[src/rtl/cpu_pkg.sv]
// Shared CPU constants and types used by every pipeline register.
package cpu_pkg;

    localparam int unsigned DW = 32;
    localparam logic [DW-1:0] PC_RESET  = 32'h0000_3000;
    localparam logic [DW-1:0] NOP_INSTR = 32'h0000_0000;

    typedef logic [DW-1:0] word_t;

endpackage : cpu_pkg

[src/rtl/pipe_field_reg.sv]
// One pipeline-register field: async active-low reset to RESET_VAL, hold enable.
module pipe_field_reg #(
    parameter int unsigned  W         = 32,
    parameter logic [W-1:0] RESET_VAL = '0
) (
    input  logic         clk,
    input  logic         rst_n,
    input  logic         hold_i,
    input  logic [W-1:0] d_i,
    output logic [W-1:0] q_o
);

    logic [W-1:0] q_q;
    logic [W-1:0] q_d;

    // Next value: keep current contents while held, otherwise take the input.
    always_comb begin
        q_d = q_q;
        if (!hold_i) begin
            q_d = d_i;
        end
    end

    // Storage; reset clears immediately without waiting for a clock edge.
    always_ff @(posedge clk or negedge rst_n) begin
        if (!rst_n) begin
            q_q <= RESET_VAL;
        end else begin
            q_q <= q_d;
        end
    end

    assign q_o = q_q;

endmodule : pipe_field_reg

[src/rtl/mw_pipe_reg.sv]
// MEM/WB pipeline register: five fields captured together, frozen by halt,
// cleared to a bubble by the asynchronous active-low reset.
module mw_pipe_reg
    import cpu_pkg::*;
#(
    parameter int unsigned   DW          = cpu_pkg::DW,
    parameter logic [DW-1:0] PC_RESET    = cpu_pkg::PC_RESET,
    parameter logic [DW-1:0] INSTR_RESET = cpu_pkg::NOP_INSTR
) (
    input  logic          clk,
    input  logic          reset,
    input  logic          halt,
    input  logic [DW-1:0] m_pc,
    input  logic [DW-1:0] m_instr,
    input  logic [DW-1:0] m_memRd,
    input  logic [DW-1:0] m_aluResult,
    input  logic [DW-1:0] m_extImm,
    output logic [DW-1:0] w_pc,
    output logic [DW-1:0] w_instr,
    output logic [DW-1:0] w_memRd,
    output logic [DW-1:0] w_aluResult,
    output logic [DW-1:0] w_extImm
);

    localparam logic [DW-1:0] ZERO = '0;

    // PC field resets to the boot vector.
    pipe_field_reg #(.W(DW), .RESET_VAL(PC_RESET)) u_pc (
        .clk    (clk),
        .rst_n  (reset),
        .hold_i (halt),
        .d_i    (m_pc),
        .q_o    (w_pc)
    );

    // Instruction field resets to a nop so write-back sees a bubble.
    pipe_field_reg #(.W(DW), .RESET_VAL(INSTR_RESET)) u_instr (
        .clk    (clk),
        .rst_n  (reset),
        .hold_i (halt),
        .d_i    (m_instr),
        .q_o    (w_instr)
    );

    // Data-memory read data.
    pipe_field_reg #(.W(DW), .RESET_VAL(ZERO)) u_mem_rd (
        .clk    (clk),
        .rst_n  (reset),
        .hold_i (halt),
        .d_i    (m_memRd),
        .q_o    (w_memRd)
    );

    // ALU result.
    pipe_field_reg #(.W(DW), .RESET_VAL(ZERO)) u_alu_result (
        .clk    (clk),
        .rst_n  (reset),
        .hold_i (halt),
        .d_i    (m_aluResult),
        .q_o    (w_aluResult)
    );

    // Extended immediate.
    pipe_field_reg #(.W(DW), .RESET_VAL(ZERO)) u_ext_imm (
        .clk    (clk),
        .rst_n  (reset),
        .hold_i (halt),
        .d_i    (m_extImm),
        .q_o    (w_extImm)
    );

endmodule : mw_pipe_reg

[config.mk]
export PLATFORM = sky130hd
export DESIGN_NAME = mw_pipe_reg
export DESIGN_NICKNAME = d
export VERILOG_FILES = /design/src/rtl/cpu_pkg.sv /design/src/rtl/pipe_field_reg.sv /design/src/rtl/mw_pipe_reg.sv
export SDC_FILE = /design/constraint.sdc
export NUM_CORES = 1
export LEC_CHECK = 0
export ABC_AREA = 1
export BUFFER_PORTS_ARGS = -buffer_cell sky130_fd_sc_hd__buf_2
export CORE_MARGIN = 8
export CORE_UTILIZATION = 40
export CTS_CLUSTER_DIAMETER = 30
export DETAILED_ROUTE_END_ITERATION = 6
export HOLD_SLACK_MARGIN = 0.15
export PLACE_DENSITY = 0.73
export SETUP_SLACK_MARGIN = 0.4
export SYNTH_ARGS = -nofsm -noshare
export SYNTH_HDL_FRONTEND = slang
export SYNTH_SLANG_ARGS = --single-unit
[constraint.sdc]
create_clock -name clk -period 2 [get_ports clk]
set_input_delay 0.2 -clock clk [delete_from_list [all_inputs] [get_ports clk]]
set_output_delay 0.2 -clock clk [all_outputs]
set_load 0.01 [all_outputs]
==> flow_metrics.env, run 1 <==
export IMPL_final_nets=1313
export IMPL_postSynthCellCount=676
export IMPL_post_drt_wl_per_cell_um=16.9
export IMPL_yosysSeqAreaShare_pct=66.0
export IMPL_final_common_cell="nand2_1"
export IMPL_wl_mm=22.9
export IMPL_grt_ovfl_total=0
export IMPL_crit_chain="buf_2"
export IMPL_p_sw_share_pct=26.3
export IMPL_core_region_area_sq_mm=0.0150
export IMPL_max_clock_freq_ghz=0.789
export IMPL_required_ns=1.80
export IMPL_rsz0062_at_grt="no"
export IMPL_setup_viol=0
export IMPL_ys_types=7
export IMPL_num_rows=45
export IMPL_drcViolationCount=0
export IMPL_grt_pass1_wl_mm=36.4
export IMPL_drtAntennaViolNets=0
export IMPL_dpl_cell_area_sq_mm=0.00780
export IMPL_grt_max_degree=161
export IMPL_io_buffers=322
export IMPL_clk_pin_slew_ns=0.07
export IMPL_worst_setup_path_start_kind="register"
export IMPL_gp_congestion=0.820
export IMPL_floorplan_initialDensity_pct=40.3
export IMPL_slew_viol_final=0
export IMPL_p_clk_share_pct=39.8
export IMPL_drive_above_1_share_pct=31.2
export IMPL_crit_arrival_ns=1.07
export IMPL_critPathKind="register to output pin"
export IMPL_worstPathMaxFanout=2
export IMPL_sequentialPowerShare_pct=43.4
export IMPL_io_pin_count=323
export IMPL_dr_pass1_iters=5
export IMPL_critPathBufInv=1
export IMPL_ys_ff_latch=160
export IMPL_htreeDepth=4
export IMPL_dr_first_iter_drc_count=383
export IMPL_internal_power_mw=6.27
export IMPL_setup_tns_ns=0
export IMPL_grt_pass1_vias=6898
export IMPL_hold_buffers=161
export IMPL_hold_viol=0
export IMPL_yosys_warnings=0
export IMPL_syn_area_per_cell_sq_um=8.97
export IMPL_min_path_type="input port to register"
export IMPL_clk_latency_ns=0.41
export IMPL_slowest_stage="dfstp_2"
export IMPL_cts_resized=0
export IMPL_vias=6421
export IMPL_p_switching_mw=2.24
export IMPL_syn2layout_area_growth_pct=65.5
export IMPL_cts_root_buf="clkbuf_16"
export IMPL_fillers=1088
export IMPL_fin_crit_ns=1.27
export IMPL_max_stage_delay_ns=0.53
export IMPL_vias_per_cell=4.75
export IMPL_final_cell_count_no_fill=1352
export IMPL_layout_common_cells="480 x nand2_1, 320 x buf_2, 161 x dlygate4sd3_1"
export IMPL_status="finished, final reports clean"
export IMPL_worstMarginPinSlew_ns=0.692
export IMPL_die_y_um=139
export IMPL_slew_headroom_pct=53.9
export IMPL_peakVddDrop_v=0.000554
export IMPL_cap_violations=0
export IMPL_hold_slack_ns=0.225
export IMPL_clock_sinks=160
export IMPL_cpLargestDelayFamily="flip-flops"
export IMPL_grt_util_all_layers_pct=23.5
export IMPL_die_area_sq_mm=0.0194
export IMPL_p_per_area_mw_per_mm2=848
export IMPL_cts_tree="built"
export IMPL_chipWidth_um=139
export IMPL_synth_nets=839
export IMPL_cts_inserted_buffers=17
export IMPL_power_leakage_nw=5.69
export IMPL_post_place_cells=1158
export IMPL_hpwl_mm=13.4
export IMPL_fin_skew_ns=0
export IMPL_combPwrFrac_pct=16.8
export IMPL_cp_end_kind="output pin"
export IMPL_final_area_sq_mm=0.0100
export IMPL_finalCritPeriodShare_pct=63.4
export IMPL_cts_max_path_buffers=2
export IMPL_cts_setup_buffers=0
export IMPL_antenna_found_initial=1
export IMPL_netlist_area_sq_mm=0.00607
export IMPL_fin_util_pct=66.8
synthesized netlist by cell type:
library cell,count,area (sq um)
nand2_1,480,1800
inv_4,1,6.26
buf_2,21,105
buf_4,3,22.5
buf_6,11,124
dfstp_2,2,52.6
dfrtp_1,158,3950
power by group through the flow:
stage	Combinational (mW)	Sequential, mW	Clock, mW
after floorplan	0.358	3.87	0
after global placement	1.12	3.72	0
after detailed placement	1.15	3.72	0
after CTS	1.40	3.68	3.45
after global routing	1.56	3.72	3.59
final	1.43	3.69	3.38
layer usage:
layer,part of all wire [%],wire length [um],global-route usage (%),vias up
met1,39,8850,26.6,3031
met5,0,0,0,-
met2,48,11000,39.2,362
met4,3.1,717,10.1,0
met3,10,2300,8.81,60
li1,-,-,-,2968
layout make-up:
cell class	count	area (sq um)	share of cell area [%]
multi-input cells	480	1800	18.0
diodes	1	2.50	0.0249
inverters	1	6.26	0.0623
repair buffers	490	3360	33.5
clock inverters	11	155	1.55
clock buffers	21	470	4.69
flip-flops and latches	160	4010	39.9
well taps	188	235	2.34
state kept, by name (all words and copies together) (netlist names):
signal,cells
u_instr.q_o,32
u_pc.q_o,32
u_ext_imm.q_o,32
u_alu_result.q_o,32
u_mem_rd.q_o,32
worst paths after layout:
path | startpoint | slack, ns | depth (start not counted) | endpoint
max | u_pc.q_o[13]$_DFFE_PN1N_ | 0.73 | 1 | w_pc[13]
min | halt | 0.23 | 4 | u_alu_result.q_o[31]$_DFFE_PN0N_
max reg2reg | u_pc.q_o[13]$_DFFE_PN1N_ | 1.24 | 2 | u_pc.q_o[13]$_DFFE_PN1N_
min reg2reg | u_pc.q_o[12]$_DFFE_PN1N_ | 0.47 | 2 | u_pc.q_o[12]$_DFFE_PN1N_
max in group asynchronous | reset | 1.03 | 3 | u_instr.q_o[23]$_DFFE_PN0N_
min in group asynchronous | reset | 0.33 | 2 | u_pc.q_o[3]$_DFFE_PN0N_
cells by family (layout without fill, tap and decap cells):
logic type,after synthesis,in the layout,share of synthesized area (%)
other cells,0,1,0
simple gates,480,480,29.7
flops,160,160,66.0
buf+inv,36,523,4.25
through the flow:
step | power (mW) | setup slack [ns]
global placement | 4.84 | 0.764
detailed placement | 4.87 | 0.744
CTS | 8.53 | 0.707
floorplan | 4.23 | 1.14
finish | 8.51 | 0.733
global route | 8.87 | 0.690
Note: power is estimated with default switching activity, not from simulation.
==> run 2, diff against run 1 <==
--- a/config.mk
+++ b/config.mk
@@ -5,14 +5,14 @@
 export SDC_FILE = /design/constraint.sdc
 export NUM_CORES = 1
 export LEC_CHECK = 0
-export ABC_AREA = 1
+export ABC_AREA = 0
 export BUFFER_PORTS_ARGS = -buffer_cell sky130_fd_sc_hd__buf_2
 export CORE_MARGIN = 8
 export CORE_UTILIZATION = 40
 export CTS_CLUSTER_DIAMETER = 30
 export DETAILED_ROUTE_END_ITERATION = 6
 export HOLD_SLACK_MARGIN = 0.15
-export PLACE_DENSITY = 0.73
+export PLACE_DENSITY = 0.75
 export SETUP_SLACK_MARGIN = 0.4
 export SYNTH_ARGS = -nofsm -noshare
 export SYNTH_HDL_FRONTEND = slang
==> constraint.sdc (replaced) <==
create_clock -name clk -period 1.1 [get_ports clk]
set_input_delay 0.11 -clock clk [delete_from_list [all_inputs] [get_ports clk]]
set_output_delay 0.11 -clock clk [all_outputs]
set_load 0.01 [all_outputs]
==> flow_metrics.env, run 2 <==
export IMPL_status="finished, violations left"
export IMPL_violations="negative hold slack, negative setup slack"
export IMPL_htreeDepth=4
export IMPL_post_place_cells=888
export IMPL_setup_viol=4
export IMPL_max_stage_delay_ns=0.55
export IMPL_slew_headroom_pct=74.6
export IMPL_postSynthCellCount=338
export IMPL_max_clock_freq_ghz=0.846
export IMPL_worstMarginPinSlew_ns=0.381
export IMPL_min_path_type="input port to asynchronous set/reset pin"
export IMPL_clk_pin_slew_ns=0.07
export IMPL_cp_end_kind="output pin"
export IMPL_dr_pass1_iters=4
export IMPL_hold_slack_ns=-0.409
export IMPL_chipWidth_um=142
export IMPL_wl_mm=26.2
export IMPL_grt_pass1_vias=5878
export IMPL_p_per_area_mw_per_mm2=1470
export IMPL_syn2layout_area_growth_pct=93.6
export IMPL_netlist_top_cells_area="dfrtp_1 62%, mux2_4 24%, mux2_2 11%, buf_6 2.1%, dfstp_2 0.83%"
export IMPL_setup_ws_ns=-0.0826
export IMPL_grt_ovfl_total=0
export IMPL_yosysSeqAreaShare_pct=63.1
export IMPL_slowest_stage="dfstp_2"
export IMPL_netlist_area_sq_mm=0.00635
export IMPL_synthArstFlopShare_pct=100
export IMPL_required_ns=0.99
export IMPL_fin_skew_ns=0
export IMPL_yosys_cell_count_top_type="dfrtp_1"
export IMPL_die_area_sq_mm=0.0202
export IMPL_final_nets=1091
export IMPL_drtAntennaViolNets=0
export IMPL_floorplan_initialDensity_pct=40.4
export IMPL_hpwl_mm=13.5
export IMPL_vias=5463
export IMPL_drive_above_1_share_pct=72.6
export IMPL_cap_violations=0
export IMPL_cts_tree="built"
export IMPL_clk_latency_ns=0.42
export IMPL_diodes=0
export IMPL_yosysTopAreaCell="dfrtp_1"
export IMPL_fin_crit_ns=1.18
export IMPL_die_y_um=142
export IMPL_dpl_cell_area_sq_mm=0.00839
export IMPL_cts_max_path_buffers=2
export IMPL_rsz0062_at_grt="yes"
export IMPL_antenna_found_initial=0
export IMPL_critPathBufInv=1
export IMPL_hold_viol=220
export IMPL_ys_ff_latch=160
export IMPL_synth_top_area_share_pct=62.3
export IMPL_vias_per_cell=4.72
export IMPL_cpLargestDelayFamily="flip-flops"
export IMPL_fillers=840
export IMPL_ys_types=6
export IMPL_multi_input_area_sq_mm=0.00240
export IMPL_power_mw=18.1
export IMPL_worst_setup_path_start_kind="register"
export IMPL_regArea_sq_mm=0.00401
export IMPL_dr_first_iter_drc_count=158
export IMPL_post_drt_wl_per_cell_um=22.6
export IMPL_final_area_sq_mm=0.0123
export IMPL_grt_util_all_layers_pct=21.6
export IMPL_gp_congestion=0.869
export IMPL_critPathKind="register to output pin"
export IMPL_clock_sinks=160
export IMPL_synth_nets=501
export IMPL_crit_chain="buf_6"
export IMPL_syn_area_per_cell_sq_um=18.8
export IMPL_io_pin_count=323
export IMPL_layout_common_cells="223 x buf_2, 208 x buf_6, 160 x mux2_4"
export IMPL_final_cell_count_no_fill=1157
export IMPL_worstPathMaxFanout=2
export IMPL_grt_max_degree=41
export IMPL_final_common_cell="buf_2"
export IMPL_synth_ff_type="dfrtp_1"
export IMPL_grt_pass1_wl_mm=33.5
export IMPL_power_leakage_nw=6.35
export IMPL_cts_inserted_buffers=17
export IMPL_num_rows=46
export IMPL_cts_root_buf="clkbuf_16"
export IMPL_synth_edf_count=0
export IMPL_yosys_top_cells_count="158 x dfrtp_1, 100 x mux2_4, 60 x mux2_2, 12 x buf_6, 6 x buf_2"
export IMPL_yosys_warnings=0
export IMPL_place_ws_ns=-0.00837
export IMPL_drcViolationCount=0
export IMPL_core_region_area_sq_mm=0.0157
export IMPL_finalCritPeriodShare_pct=108
export IMPL_io_buffers=322
export IMPL_slew_viol_final=0
export IMPL_peakVddDrop_v=0.00109
export IMPL_crit_arrival_ns=1.07
==> run 2: kinds of logic after synthesis <==
logic type             share of synthesized area [%]
DFF                                             63.1
muxes                                           34.3
buffers and inverters                           2.60
==> run 2: worst paths after layout <==
kind	startpoint	endpoint	slack, ns	depth (start not counted)
setup / recovery	u_pc.q_o[12]$_DFFE_PN1N_	w_pc[12]	-0.08	1
hold / removal	reset	u_mem_rd.q_o[24]$_DFFE_PN0N_	-0.41	1
setup reg to reg	u_instr.q_o[29]$_DFFE_PN0N_	u_instr.q_o[29]$_DFFE_PN0N_	0.07	3
hold reg to reg	u_mem_rd.q_o[4]$_DFFE_PN0N_	u_mem_rd.q_o[4]$_DFFE_PN0N_	0.51	1
max in group asynchronous	reset	u_pc.q_o[12]$_DFFE_PN1N_	0.93	2
min in group clk	m_aluResult[24]	u_alu_result.q_o[24]$_DFFE_PN0N_	-0.07	2
==> run 2: layout make-up <==
class	instances	share of cell area [%]
repair buffers	589	40.5
flip-flops and latches	160	32.6
clock inverters	12	1.49
multi-input cells	160	19.5
clock buffers	20	3.63
well taps	216	2.20
==> run 2: what timing repair did <==
| action | CTS | global route |
|---|---|---|
| hold buffers | 95 | 3 |
| endpoints found under the setup margin | 320 | 320 |
| buffers inserted | 65 | 74 |
| hold endpoints to repair | 320 | 223 |
| resized for setup | 138 | 132 |
==> run 2: stage by stage <==
stage / utilization [%] / setup TNS [ns]
after floorplan: - / 0
after global placement: 53.4 / 0
after detailed placement: 53.4 / -0.0117
after CTS: 70.7 / -0.194
after global routing: 78.2 / -0.969
final: 78.2 / -0.176
==> run 2: where the power goes <==
part / leakage [nW] / switching [mW] / internal, mW / total [mW]
logic: 4.18 / 1.61 / 3.04 / 4.66
clock network: 0.297 / 2.54 / 3.89 / 6.43
registers: 1.87 / 0.517 / 6.48 / 7.00
total: 6.35 / 4.67 / 13.4 / 18.1
==> run 2: layer usage <==
metal	wire [um]	GRT usage, %
met5	0	0
met3	1910	7.48
met2	14400	39.3
met1	9100	22.4
met4	829	8.48
==> run 3, diff against run 2 <==
--- a/config.mk
+++ b/config.mk
@@ -9,6 +9,7 @@
 export BUFFER_PORTS_ARGS = -buffer_cell sky130_fd_sc_hd__buf_2
 export CORE_MARGIN = 8
 export CORE_UTILIZATION = 40
+export CTS_BUF_LIST = sky130_fd_sc_hd__clkbuf_8
 export CTS_CLUSTER_DIAMETER = 30
 export DETAILED_ROUTE_END_ITERATION = 6
 export HOLD_SLACK_MARGIN = 0.15
==> flow_metrics.env, run 3 (synthesis results as in run 2) <==
export IMPL_cts_max_path_buffers=2
export IMPL_internal_power_mw=12.2
export IMPL_hold_slack_ns=-0.440
export IMPL_min_path_type="input port to asynchronous set/reset pin"
export IMPL_r2r_start="u_mem_rd.q_o[2]$_DFFE_PN0N_"
export IMPL_die_area_sq_mm=0.0202
export IMPL_vias=5823
export IMPL_clk_pin_slew_ns=0.09
export IMPL_post_drt_wl_per_cell_um=23.4
export IMPL_grt_util_all_layers_pct=23.3
export IMPL_antenna_found_initial=3
export IMPL_crit_chain="buf_6"
export IMPL_peakVddDrop_v=0.000833
export IMPL_dpl_cell_area_sq_mm=0.00839
export IMPL_die_y_um=142
export IMPL_fin_crit_ns=1.21
export IMPL_required_ns=0.99
export IMPL_wl_mm=28.7
export IMPL_grt_ovfl_total=0
export IMPL_io_pin_count=323
export IMPL_place_ws_ns=-0.00837
export IMPL_final_cell_count_no_fill=1228
export IMPL_violations="negative hold slack, negative setup slack"
export IMPL_core_region_area_sq_mm=0.0157
export IMPL_rrSetupSlack_ns=0.03
export IMPL_io_buffers=322
export IMPL_htreeDepth=4
export IMPL_p_sw_share_pct=27.5
export IMPL_hold_buffers=160
export IMPL_setup_viol=99
export IMPL_chipWidth_um=142
export IMPL_sequentialPowerShare_pct=41.5
export IMPL_slew_headroom_pct=74.7
export IMPL_dr_pass1_iters=4
export IMPL_critPathKind="register to output pin"
export IMPL_rr_endpoint="u_mem_rd.q_o[2]$_DFFE_PN0N_"
export IMPL_worst_setup_path_start_kind="register"
export IMPL_final_nets=1159
export IMPL_post_place_cells=888
export IMPL_final_area_sq_mm=0.0128
export IMPL_final_common_cell="buf_2"
export IMPL_cp_startpoint="u_pc.q_o[13]$_DFFE_PN1N_"
export IMPL_drcViolationCount=0
export IMPL_slowest_stage="dfstp_2"
export IMPL_num_rows=46
export IMPL_power_leakage_nw=6.55
export IMPL_max_clock_freq_ghz=0.823
export IMPL_critPathBufInv=1
export IMPL_status="finished, violations left"
export IMPL_p_switching_mw=4.65
export IMPL_grt_max_degree=41
export IMPL_crit_arrival_ns=1.10
export IMPL_hold_viol=158
export IMPL_clock_sinks=160
export IMPL_cts_inserted_buffers=17
export IMPL_floorplan_initialDensity_pct=40.4
export IMPL_rsz0062_at_grt="yes"
export IMPL_power_mw=16.9
export IMPL_cap_violations=0
export IMPL_dr_first_iter_drc_count=177
export IMPL_worstMarginPinSlew_ns=0.379
export IMPL_syn2layout_area_growth_pct=101
export IMPL_max_stage_delay_ns=0.56
export IMPL_cp_endpoint="w_pc[13]"
export IMPL_vias_per_cell=4.74
export IMPL_drtAntennaViolNets=0
export IMPL_fillers=753
export IMPL_p_clk_share_pct=29.2
export IMPL_cpLargestDelayFamily="flip-flops"
export IMPL_cts_root_buf="clkbuf_8"
export IMPL_layout_common_cells="225 x buf_2, 212 x buf_6, 160 x dlygate4sd3_1"
export IMPL_clk_latency_ns=0.44
export IMPL_gp_congestion=0.869
export IMPL_combPwrFrac_pct=29.3
export IMPL_cp_end_kind="output pin"
export IMPL_grt_pass1_wl_mm=36.1
export IMPL_p_per_area_mw_per_mm2=1320
export IMPL_hpwl_mm=13.5
export IMPL_cp_depth=1
export IMPL_finalCritPeriodShare_pct=110
export IMPL_slew_viol_final=0
export IMPL_fin_skew_ns=0
export IMPL_drive_above_1_share_pct=68.3
export IMPL_setup_ws_ns=-0.115
export IMPL_reg2reg_depth=3
export IMPL_grt_pass1_vias=6356
export IMPL_worstPathMaxFanout=2
export IMPL_cts_tree="built"
## run 3: worst min path at each step
stage	startpoint	endpoint	slack, ns
final	reset	u_mem_rd.q_o[24]$_DFFE_PN0N_	-0.44
after detailed placement	reset	u_mem_rd.q_o[24]$_DFFE_PN0N_	0.04
after global placement	reset	u_alu_result.q_o[19]$_DFFE_PN0N_	0.03
after floorplan	reset	u_alu_result.q_o[0]$_DFFE_PN0N_	-0.19
after global routing	reset	u_ext_imm.q_o[16]$_DFFE_PN0N_	-0.45
after CTS	reset	u_mem_rd.q_o[24]$_DFFE_PN0N_	-0.45
## run 3: routing by layer
| layer | share of wire, % | GRT usage [%] | vias up | wire, um |
|---|---|---|---|---|
| met5 | 0 | 0 | - | 0 |
| li1 | - | - | 2499 | - |
| met3 | 7.3 | 8.35 | 84 | 2110 |
| met1 | 34 | 24.0 | 2912 | 9870 |
| met2 | 54 | 42.1 | 328 | 15500 |
| met4 | 4.4 | 9.27 | 0 | 1260 |
## run 3: final cells by class
| type | count | area (sq um) | share of cell area, % |
|---|---|---|---|
| antenna | 3 | 7.51 | 0.0588 |
| clock buffer | 18 | 248 | 1.94 |
| clock inverter | 14 | 190 | 1.49 |
| sequential | 160 | 4010 | 31.4 |
| multi-input combinational | 160 | 2390 | 18.7 |
| timing repair buffer | 657 | 5660 | 44.3 |
| tap | 216 | 270 | 2.12 |
## run 3: repair_timing
action,4_1_cts,5_1_grt
setup endpoints to repair,320,320
gates resized for setup,119,155
pin swaps,0,0
hold endpoints to repair,320,160
setup buffers,66,79
## run 3: power groups by stage
stage | logic, mW | registers, mW | clock network (mW)
final | 4.94 | 7.01 | 4.93
after global routing | 5.16 | 7.05 | 5.22
after CTS | 3.82 | 6.83 | 4.87
after detailed placement | 2.60 | 6.90 | 0
after global placement | 2.53 | 6.87 | 0
after floorplan | 1.02 | 7.17 | 0
## run 3: through the flow
step | utilization, % | setup TNS (ns)
2_1_floorplan | - | 0
3_3_place_gp | 53.4 | 0
3_5_place_dp | 53.4 | -0.0117
4_1_cts | 73.2 | -1.59
5_1_grt | 81.3 | -8.71
6_report | 81.3 | -1.64
